<file path="src/rtl/fp_mul_pipe_if.sv">
// rtl/fp_mul_pipe_if.sv - operand/result handshake bundle for fp_mul_pipe
interface fp_mul_pipe_if #(
    parameter int EXP_W = 5,
    parameter int MAN_W = 10
);
    localparam int W = 1 + EXP_W + MAN_W;

    logic         i_vld;
    logic         i_rdy;
    logic [W-1:0] i_a;
    logic [W-1:0] i_b;
    logic [W-1:0] o_res;
    logic         o_res_vld;
    logic         o_res_rdy;
    logic         overflow;
    logic         underflow;
    logic         inexact;
    logic         exception;

    modport master (
        output i_vld, i_a, i_b, o_res_rdy,
        input  i_rdy, o_res, o_res_vld, overflow, underflow, inexact, exception
    );

    modport slave (
        input  i_vld, i_a, i_b, o_res_rdy,
        output i_rdy, o_res, o_res_vld, overflow, underflow, inexact, exception
    );
endinterface

</file>
<file path="src/rtl/fp_mul_pipe.sv">
// rtl/fp_mul_pipe.sv - pipelined floating-point multiplier, round-to-nearest-even
module fp_mul_pipe #(
    parameter int EXP_W = 5,
    parameter int MAN_W = 10
) (
    input  logic         clk,
    input  logic         rst,
    fp_mul_pipe_if.slave bus
);
    localparam int W    = 1 + EXP_W + MAN_W;
    localparam int EW2  = EXP_W + 2;
    localparam int PW   = 2 * MAN_W + 2;
    localparam int BIAS = 2 ** (EXP_W - 1) - 1;
    localparam int EMAX = 2 ** EXP_W - 1;

    typedef enum logic [1:0] {
        K_NUM,
        K_ZERO,
        K_INF,
        K_NAN
    } kind_t;

    localparam logic [W-1:0] QNAN = {1'b0, {EXP_W{1'b1}}, 1'b1, {(MAN_W-1){1'b0}}};

    logic adv;
    assign adv       = !bus.o_res_vld || bus.o_res_rdy;
    assign bus.i_rdy = adv;

    function automatic kind_t classify(input logic [EXP_W-1:0] e, input logic [MAN_W-1:0] m);
        if (e == '1) begin
            return (m == '0) ? K_INF : K_NAN;
        end
        if (e == '0) begin
            return K_ZERO;
        end
        return K_NUM;
    endfunction

    logic             sa, sb;
    logic [EXP_W-1:0] ea, eb;
    logic [MAN_W-1:0] ma, mb;
    kind_t            ka, kb, in_kind;
    logic [EW2-1:0]   esum;

    assign {sa, ea, ma} = bus.i_a;
    assign {sb, eb, mb} = bus.i_b;
    assign ka   = classify(ea, ma);
    assign kb   = classify(eb, mb);
    assign esum = EW2'(ea) + EW2'(eb) - EW2'(BIAS);

    // Subnormals classify as zero, so flush-to-zero falls out of the priority chain.
    always_comb begin
        in_kind = K_NUM;
        if (ka == K_NAN || kb == K_NAN ||
            (ka == K_INF && kb == K_ZERO) || (ka == K_ZERO && kb == K_INF)) begin
            in_kind = K_NAN;
        end else if (ka == K_INF || kb == K_INF) begin
            in_kind = K_INF;
        end else if (ka == K_ZERO || kb == K_ZERO) begin
            in_kind = K_ZERO;
        end
    end

    // S1 is split in two ranks so the multiplier runs register to register.
    logic           op_vld;
    logic           op_sign;
    kind_t          op_kind;
    logic [EW2-1:0] op_exp;
    logic [MAN_W:0] op_ma, op_mb;

    always_ff @(posedge clk) begin
        if (rst) begin
            op_vld  <= 1'b0;
            op_sign <= 1'b0;
            op_kind <= K_ZERO;
            op_exp  <= '0;
            op_ma   <= '0;
            op_mb   <= '0;
        end else if (adv) begin
            op_vld  <= bus.i_vld;
            op_sign <= sa ^ sb;
            op_kind <= in_kind;
            op_exp  <= esum;
            op_ma   <= {1'b1, ma};
            op_mb   <= {1'b1, mb};
        end
    end

    logic           s1_vld;
    logic           s1_sign;
    kind_t          s1_kind;
    logic [EW2-1:0] s1_exp;
    logic [PW-1:0]  s1_prod;

    always_ff @(posedge clk) begin
        if (rst) begin
            s1_vld  <= 1'b0;
            s1_sign <= 1'b0;
            s1_kind <= K_ZERO;
            s1_exp  <= '0;
            s1_prod <= '0;
        end else if (adv) begin
            s1_vld  <= op_vld;
            s1_sign <= op_sign;
            s1_kind <= op_kind;
            s1_exp  <= op_exp;
            s1_prod <= PW'(op_ma) * PW'(op_mb);
        end
    end

    logic [MAN_W-1:0] frac;
    logic             guard, sticky, rnd_up;
    logic [EW2-1:0]   nexp, rexp;
    logic [MAN_W:0]   rnd;

    always_comb begin
        frac   = s1_prod[2*MAN_W-1 -: MAN_W];
        guard  = s1_prod[MAN_W-1];
        sticky = |s1_prod[MAN_W-2:0];
        nexp   = s1_exp;
        if (s1_prod[PW-1]) begin
            frac   = s1_prod[PW-2 -: MAN_W];
            guard  = s1_prod[MAN_W];
            sticky = |s1_prod[MAN_W-1:0];
            nexp   = s1_exp + EW2'(1);
        end
        rnd_up = guard && (sticky || frac[0]);
        rnd    = {1'b0, frac} + (MAN_W+1)'(rnd_up);
        // A rounding carry leaves the fraction at zero; only the exponent moves.
        rexp   = nexp + EW2'(rnd[MAN_W]);
    end

    logic             s2_vld;
    logic             s2_sign;
    kind_t            s2_kind;
    logic [EW2-1:0]   s2_exp;
    logic [MAN_W-1:0] s2_frac;
    logic             s2_inx;

    always_ff @(posedge clk) begin
        if (rst) begin
            s2_vld  <= 1'b0;
            s2_sign <= 1'b0;
            s2_kind <= K_ZERO;
            s2_exp  <= '0;
            s2_frac <= '0;
            s2_inx  <= 1'b0;
        end else if (adv) begin
            s2_vld  <= s1_vld;
            s2_sign <= s1_sign;
            s2_kind <= s1_kind;
            s2_exp  <= rexp;
            s2_frac <= rnd[MAN_W-1:0];
            s2_inx  <= guard | sticky;
        end
    end

    logic [W-1:0] res_n;
    logic         ovf_n, unf_n, inx_n, exc_n;
    logic         too_big, too_small;

    assign too_big   = !s2_exp[EW2-1] && (s2_exp[EW2-2:0] >= (EW2-1)'(EMAX));
    assign too_small = s2_exp[EW2-1] || (s2_exp == '0);

    always_comb begin
        res_n = {s2_sign, s2_exp[EXP_W-1:0], s2_frac};
        ovf_n = 1'b0;
        unf_n = 1'b0;
        inx_n = 1'b0;
        exc_n = 1'b0;
        case (s2_kind)
            K_NAN: begin
                res_n = QNAN;
                exc_n = 1'b1;
            end
            K_INF:  res_n = {s2_sign, {EXP_W{1'b1}}, {MAN_W{1'b0}}};
            K_ZERO: res_n = {s2_sign, {(W-1){1'b0}}};
            default: begin
                if (too_big) begin
                    res_n = {s2_sign, {EXP_W{1'b1}}, {MAN_W{1'b0}}};
                    ovf_n = 1'b1;
                    inx_n = 1'b1;
                end else if (too_small) begin
                    res_n = {s2_sign, {(W-1){1'b0}}};
                    unf_n = 1'b1;
                    inx_n = 1'b1;
                end else begin
                    inx_n = s2_inx;
                end
            end
        endcase
    end

    always_ff @(posedge clk) begin
        if (rst) begin
            bus.o_res_vld <= 1'b0;
            bus.o_res     <= '0;
            bus.overflow  <= 1'b0;
            bus.underflow <= 1'b0;
            bus.inexact   <= 1'b0;
            bus.exception <= 1'b0;
        end else if (adv) begin
            bus.o_res_vld <= s2_vld;
            bus.o_res     <= res_n;
            bus.overflow  <= ovf_n;
            bus.underflow <= unf_n;
            bus.inexact   <= inx_n;
            bus.exception <= exc_n;
        end
    end
endmodule
</file>
<file path="src/flat_wrapper.sv">
// flat-port wrapper written by rule: the top's interface ports become plain ports
module fp_mul_pipe_flat 
#(
    parameter int EXP_W = 5,
    parameter int MAN_W = 10
)
  (clk, rst, bus_i_vld, bus_i_a, bus_i_b, bus_o_res_rdy, bus_i_rdy, bus_o_res, bus_o_res_vld, bus_overflow, bus_underflow, bus_inexact, bus_exception);
  fp_mul_pipe_if #(.EXP_W(EXP_W), .MAN_W(MAN_W)) bus_i ();
  input  logic clk;
  input  logic rst;
  input wire logic [$bits(bus_i.i_vld)-1:0] bus_i_vld;
  input wire logic [$bits(bus_i.i_a)-1:0] bus_i_a;
  input wire logic [$bits(bus_i.i_b)-1:0] bus_i_b;
  input wire logic [$bits(bus_i.o_res_rdy)-1:0] bus_o_res_rdy;
  output wire logic [$bits(bus_i.i_rdy)-1:0] bus_i_rdy;
  output wire logic [$bits(bus_i.o_res)-1:0] bus_o_res;
  output wire logic [$bits(bus_i.o_res_vld)-1:0] bus_o_res_vld;
  output wire logic [$bits(bus_i.overflow)-1:0] bus_overflow;
  output wire logic [$bits(bus_i.underflow)-1:0] bus_underflow;
  output wire logic [$bits(bus_i.inexact)-1:0] bus_inexact;
  output wire logic [$bits(bus_i.exception)-1:0] bus_exception;
  assign bus_i.i_vld = bus_i_vld;
  assign bus_i.i_a = bus_i_a;
  assign bus_i.i_b = bus_i_b;
  assign bus_i.o_res_rdy = bus_o_res_rdy;
  assign bus_i_rdy = bus_i.i_rdy;
  assign bus_o_res = bus_i.o_res;
  assign bus_o_res_vld = bus_i.o_res_vld;
  assign bus_overflow = bus_i.overflow;
  assign bus_underflow = bus_i.underflow;
  assign bus_inexact = bus_i.inexact;
  assign bus_exception = bus_i.exception;
  fp_mul_pipe #(.EXP_W(EXP_W), .MAN_W(MAN_W)) u_core (.clk(clk), .rst(rst), .bus(bus_i));
endmodule
</file>
<file path="config.mk">
export PLATFORM = sky130hd
export DESIGN_NAME = fp_mul_pipe_flat
export DESIGN_NICKNAME = d
export VERILOG_FILES = /design/src/rtl/fp_mul_pipe_if.sv /design/src/rtl/fp_mul_pipe.sv /design/src/flat_wrapper.sv
export SDC_FILE = /design/constraint.sdc
export NUM_CORES = 1
export LEC_CHECK = 0
export ABC_AREA = 1
export BUFFER_PORTS_ARGS = -buffer_cell sky130_fd_sc_hd__clkbuf_2
export CORE_MARGIN = 2
export CORE_UTILIZATION = 30
export DETAILED_ROUTE_END_ITERATION = 6
export PLACE_DENSITY = 0.46
export SLEW_MARGIN = 20
export SYNTH_ARGS = -nofsm -noshare
export SYNTH_HDL_FRONTEND = slang
export SYNTH_SLANG_ARGS = --single-unit
export TNS_END_PERCENT = 50
</file>
<file path="constraint.sdc">
create_clock -name clk -period 5.4 [get_ports clk]
set_input_delay 0.27 -clock clk [delete_from_list [all_inputs] [get_ports clk]]
set_output_delay 0.27 -clock clk [all_outputs]
set_load 0.1 [all_outputs]
</file>
Word level (Yosys, flattened, before mapping)

Cells that the tools add are included.

Input bits: 36
Output and inout bits: 22
Memory bits (writable): 0
Logic and storage cells: 100
Memories: 0
Flip-flop bits (word level): 109
Latch bits: 0
ROM bits: 0

$mul: 1
Shifts and indexed selects: 0
Reductions and logical operators: 22
Divide/modulo/power cells: 0
Magnitude comparators: 1
Bitwise logic cells: 2
Multiplexer cells: 35
Eq/ne operators: 11
Add/sub/neg operators: 5

Operators by type and width:

| kind                                                              | count |
|---|---|
| one-hot mux 16 bit (3 select lines)                               | 1 |
| 2-to-1 mux 15 bit                                                 | 2 |
| multiplier 11 x 11 -> 22 bit                                      | 1 |
| zero test 10 bit                                                  | 2 |
| 2-to-1 mux 1 bit                                                  | 20 |
| 2-to-1 mux 2 bit                                                  | 10 |
| equality test 2 bit, second input constant                        | 6 |
| adder 10 x 1 -> 11 bit                                            | 1 |
| equality test 5 bit, second input constant                        | 2 |
| zero test 5 bit                                                   | 2 |
| 2-to-1 mux 10 bit                                                 | 1 |
| OR reduction 10 bit                                               | 1 |
| OR reduction 9 bit                                                | 1 |
| logical OR 1 bit                                                  | 8 |
| adder 7 x 1 -> 7 bit                                              | 1 |
| adder 7 x 1 -> 7 bit, second input constant                       | 1 |
| zero test 7 bit                                                   | 1 |
| 2-to-1 mux 7 bit                                                  | 1 |
| subtractor 7 x 4 -> 7 bit, second input constant                  | 1 |
| adder 5 x 5 -> 6 bit                                              | 1 |
| equality test 2 x 1 -> 1 bit, second input constant               | 3 |
| greater-or-equal comparator 6 x 5 -> 1 bit, second input constant | 1 |
| logical AND 1 bit                                                 | 4 |
| OR reduction 3 bit                                                | 1 |
| 3 further kinds                                                   | 4 |

Depth between registers and ports, before layout

Depth in word-level cells: 11
Mapped depth: 25
Mapped depth without buffers: 24

Worst setup path before layout

OpenSTA, ideal clock, no wires.

Kind: register to register
Start: register u_core.op_ma[10]
End: register u_core.s1_prod[17]
Path slack: 0.754 ns
Setup time: 0.109 ns
Cell stages (with the launch flop): 21
Arrival: 4.537 ns
Period minus slack after synthesis: 4.646 ns
Path buffers: 1
Required time: 5.291 ns
Cell sequence: dfxtp_1 -> clkbuf_1 -> nand2_1 -> fa_1 -> fa_1 -> inv_1 -> fa_1 -> fa_1 -> inv_1 -> fa_1 -> inv_1 -> ha_1 -> nand2_1 -> nor2_1 -> nand3_1 -> nand3_1 -> nand2_1 -> nand3_1 -> nand3_1 -> nand2_1 -> inv_1

Cells in the longest elaborated chain, start to end: 1

Ends and longest elaborated chain:

| what                         | line               | source |
|---|---|---|
| start: declaration           | fp_mul_pipe.sv:69  | `logic [MAN_W:0] op_ma, op_mb;` |
| start signal: assignment     | fp_mul_pipe.sv:84  | `op_ma <= {1'b1, ma};` |
| multiplier 11 x 11 -> 22 bit | fp_mul_pipe.sv:107 | `s1_prod <= PW'(op_ma) * PW'(op_mb);` |
| end signal: assignment       | fp_mul_pipe.sv:107 |  |
| end: declaration             | fp_mul_pipe.sv:93  | `logic [PW-1:0] s1_prod;` |

No other way between the ends.
A chain may end at the register's enable or synchronous reset.

Worst setup path after layout

Start: register u_core.op_mb[4]
End: register u_core.s1_prod[21]

Cells in the longest elaborated chain, start to end: 1

Ends and longest elaborated chain:

| what                         | line               | source |
|---|---|---|
| start: declaration           | fp_mul_pipe.sv:69  |  |
| start signal: assignment     | fp_mul_pipe.sv:85  | `op_mb <= {1'b1, mb};` |
| multiplier 11 x 11 -> 22 bit | fp_mul_pipe.sv:107 |  |

No other way between the ends.

==> summary.md <==
| Metric | Value |
|---|---|
| Number of cells on the worst hold path | `3` |
| Setup slack on the worst flop-to-flop path | `~0.43 ns` |
| Area of the die | `around 0.032 mm²` |
| Final worst path period need | `approximately 5 ns` |
| Placed cell area | `0.00993 mm²` |
| Required time at the endpoint of the critical path | `about 5.7 ns` |
| Reg-to-Reg Start | `u_core.op_mb[4]` |
| Result of the run | `finished clean` |
| Count of pins on the block boundary | `between 50 and 60` |
| Finished Cell Area | `0.0102 mm²` |
| Launching element of the worst setup path | `u_core.op_mb[4]` |
| GRT Overall Usage | `0.150` |
| Worst hold-check path type | `primary input to flop` |
| Initial antenna violation count | `1` |
| Critical Path Fanout Max | `12` |
| Global placer's final weighted congestion | `between 0.8 and 0.9` |
| Via count of the first global-routing pass | `between 8,000 and 9,000` |
| Proportion of synthesized flip-flops having asynchronous set or reset | `0` |
| End of the worst register-to-register path | `u_core.s1_prod[21]` |
| Endpoint of the most critical setup path | `u_core.s1_prod[21]` |
| Clock Root Buffer | `clkbuf_16` |
| F_max | `around 200 MHz` |
| Number of DRC markers after the initial detailed-route iteration | `roughly 410` |
| Number of nets in the layout | `roughly 1,500` |
| Leading post-synthesis cells by instance count | `nand2_1 (294), inv_1 (276), nor2_1 (119)` |
| Maximum buffer depth of the clock tree | `2` |
| Clock sink total | `108` |
| Wirelength, routed | `22.5 mm` |
| Synthesized Nets | `around 1,500` |
| Max VDD drop | `174 µV` |
| Yosys reg bits | `roughly 110` |
| TritonCTS clock tree | `done` |
| Worst-margin pin slew | `approximately 0.94 ns` |
| Number of distinct library cells after synthesis | `37` |
| Count of flip-flops with a built-in enable after synthesis | `0` |
| Fraction of final layout cells with drive strength greater than 1 | `0.0852` |
| Antenna cell count | `0` |
| Max-cap check violation count | `0` |
| WS Path Type | `flop to flop` |
| Synth area leaders | `dfxtp_1 (23%), fa_1 (17%), nand2_1 (12%)` |
| Final HPWL DP | `about 18 mm` |
| Max H-tree Level | `3` |
| Final Hold Violating Endpoints | `0` |
| Number of nets with antenna violations after detailed routing | `0` |
| Sequential fraction of the synthesis area | `0.233` |
| CTS buffer count | `9` |
| DRC violations left | `0` |
| Area fraction of the dominant cell type after synthesis | `0.233` |
| Signal arrival time at the worst endpoint | `5.23 ns` |
| Clock latency at the later pin of the worst-skew pair | `0.36 ns` |
| Top cell type by total area after synthesis | `dfxtp_1` |
| Count of mapped cells out of synthesis | `~1,300` |
| Mean routed wirelength per cell | `around 13 µm` |
| Routed via count divided by cell count | `around 4.5` |
| Power per Cell Area | `around 240 mW/mm²` |
| DR pass1 iterations | `7` |
| Total of endpoints with negative setup slack in the final report | `0` |
| Max-slew violation total from the final report | `0` |
| Number of cells on the worst reg-to-reg path | `20` |
| Post-CTS setup buffers | `0` |
| Count of standard-cell rows | `64` |
| Critical path endpoint category | `flop` |
| Total gr overflow | `0` |
| Final period util | `0.920` |
| RSZ-0062 raised after global routing | `no` |
| Post-synthesis cell area | `0.00929 mm²` |
| Total power | `around 2500 µW` |
| Startpoint type of the worst setup path | `flop` |
| Placeable core region | `0.0305 mm²` |
| Die H | `~180 µm` |
| Relative slew slack | `0.375` |
| Top_reg_cell synth | `dfxtp_1` |
| YS warnings | `0` |
| Total number of vias | `around 8,000` |
| Post-CTS clock slew at the launch and capture registers of the worst setup and hold paths | `approximately 0.080 ns` |
| Buffers added on ports | `57` |
| Library cell with the highest instance count after synthesis | `nand2_1` |
| Leakage dissipation | `0.00579 µW` |
| Horizontal die dimension | `180 µm` |
| Global-route wire length before repair | `around 40 mm` |
| Largest net degree at the start of global routing | `88` |
| Final clock skew | `between 0.009 and 0.01 ns` |
| Final sum of negative setup slack | `0 ns` |
| Synthesized area per cell | `7.04 µm²` |
| Layout Area Growth over Synthesis | `10.3%` |
| Effective utilization at floorplan | `0.304` |
[placed cells by master, fill, tap and decap left out, types with 8 or more instances in the layout]
master,count
nand2_1,294
inv_1,276
nor2_1,119
dfxtp_1,106
o21ai_0,96
fa_1,81
ha_1,70
nand3_1,67
clkbuf_2,57
a21oi_1,51
xor2_1,19
o21bai_1,14
buf_4,12
clkbuf_16,9
nand2_2,8
[worst max-delay path, cell delays in order (launching register included)]
cell and delay (ns):
dfxtp_1 0.67, nand2_1 0.17, fa_1 0.57, inv_1 0.05, fa_1 0.51, fa_1 0.44, fa_1 0.55, inv_1 0.05
fa_1 0.52, inv_1 0.04, ha_1 0.35, nand2_1 0.12, inv_1 0.07, a21oi_1 0.15, nand3_1 0.17, nand2_1 0.12
nand2_1 0.05, nand2_1 0.06, nand3_1 0.06, nand2_1 0.09, inv_1 0.03
[area by class of cell]
type,instances,area (µm²)
Multi-Input combinational cell,876,5840
Clock inverter,6,80.1
Timing Repair Buffer,69,375
Tap cell,396,495
Sequential cell,108,2160
Inverter,280,1050
Clock buffer,10,229
Fill cell,3340,20300
[repair_timing]
action / 4_1_cts / 5_1_grt
endpoints found under the setup margin: 0 / 2
gates resized for setup: 0 / 2
hold buffers: 0 / 0
[registers in the layout, indices dropped and copies added, names as in the netlist, 2 cells and up]
name	count
u_core.s1_prod	22
u_core.bus.o_res	16
u_core.op_ma	11
u_core.op_mb	10
u_core.s2_frac	10
u_core.op_exp	7
u_core.s1_exp	7
u_core.s2_exp	7
u_core.op_kind	2
u_core.s1_kind	2
u_core.s2_kind	2
[stage by stage]
| step | std cells | utilization | hold WS, ns | worst slack [ns] |
|---|---|---|---|---|
| floorplan | 1320 | - | 0.429 | 0.754 |
| global placement | 1729 | 0.325 | 0.444 | 0.322 |
| detailed placement | 1729 | 0.325 | 0.448 | 0.338 |
| CTS | 1745 | 0.336 | 0.144 | 0.300 |
| global route | 1745 | 0.336 | 0.166 | 0.0471 |
| finish | 1745 | 0.336 | 0.156 | 0.432 |
[per-layer routing]
metal,part of all wire,vias up,track usage
met3,0.035,28,0.0284
met1,0.49,3674,0.199
met4,0.020,2,0.0400
met2,0.46,113,0.249
met5,0.00053,-,0
li1,-,4057,-
[how the worst min path moves through the flow]
stage,startpoint,to
floorplan,u_core.op_kind[0],u_core.s1_kind[0]
global placement,u_core.op_kind[0],u_core.s1_kind[0]
detailed placement,u_core.op_kind[0],u_core.s1_kind[0]
CTS,bus_i_vld,u_core.op_vld
global route,bus_i_vld,u_core.op_vld
finish,bus_i_vld,u_core.op_vld
[kinds of logic (layout without fill, tap and decap cells)]
kind of cell | Yosys count | in the layout | synth area share
AOI/OAI and AO/OA | 179 | 179 | 0.104
xor gates and xnor gates | 24 | 24 | 0.0234
adders and majority gates | 151 | 151 | 0.269
buffers and inverters | 336 | 365 | 0.139
DFF | 108 | 108 | 0.233
and+or+nand+nor | 522 | 522 | 0.232
[where the power goes]
part	switching, µW	total [µW]	leakage, µW	internal, µW
clock	342	713	0.000152	371
sequential	86.2	966	0.000889	880
combinational	502	799	0.00475	297
total	930	2480	0.00579	1550
(Power assumes the default switching activity.)
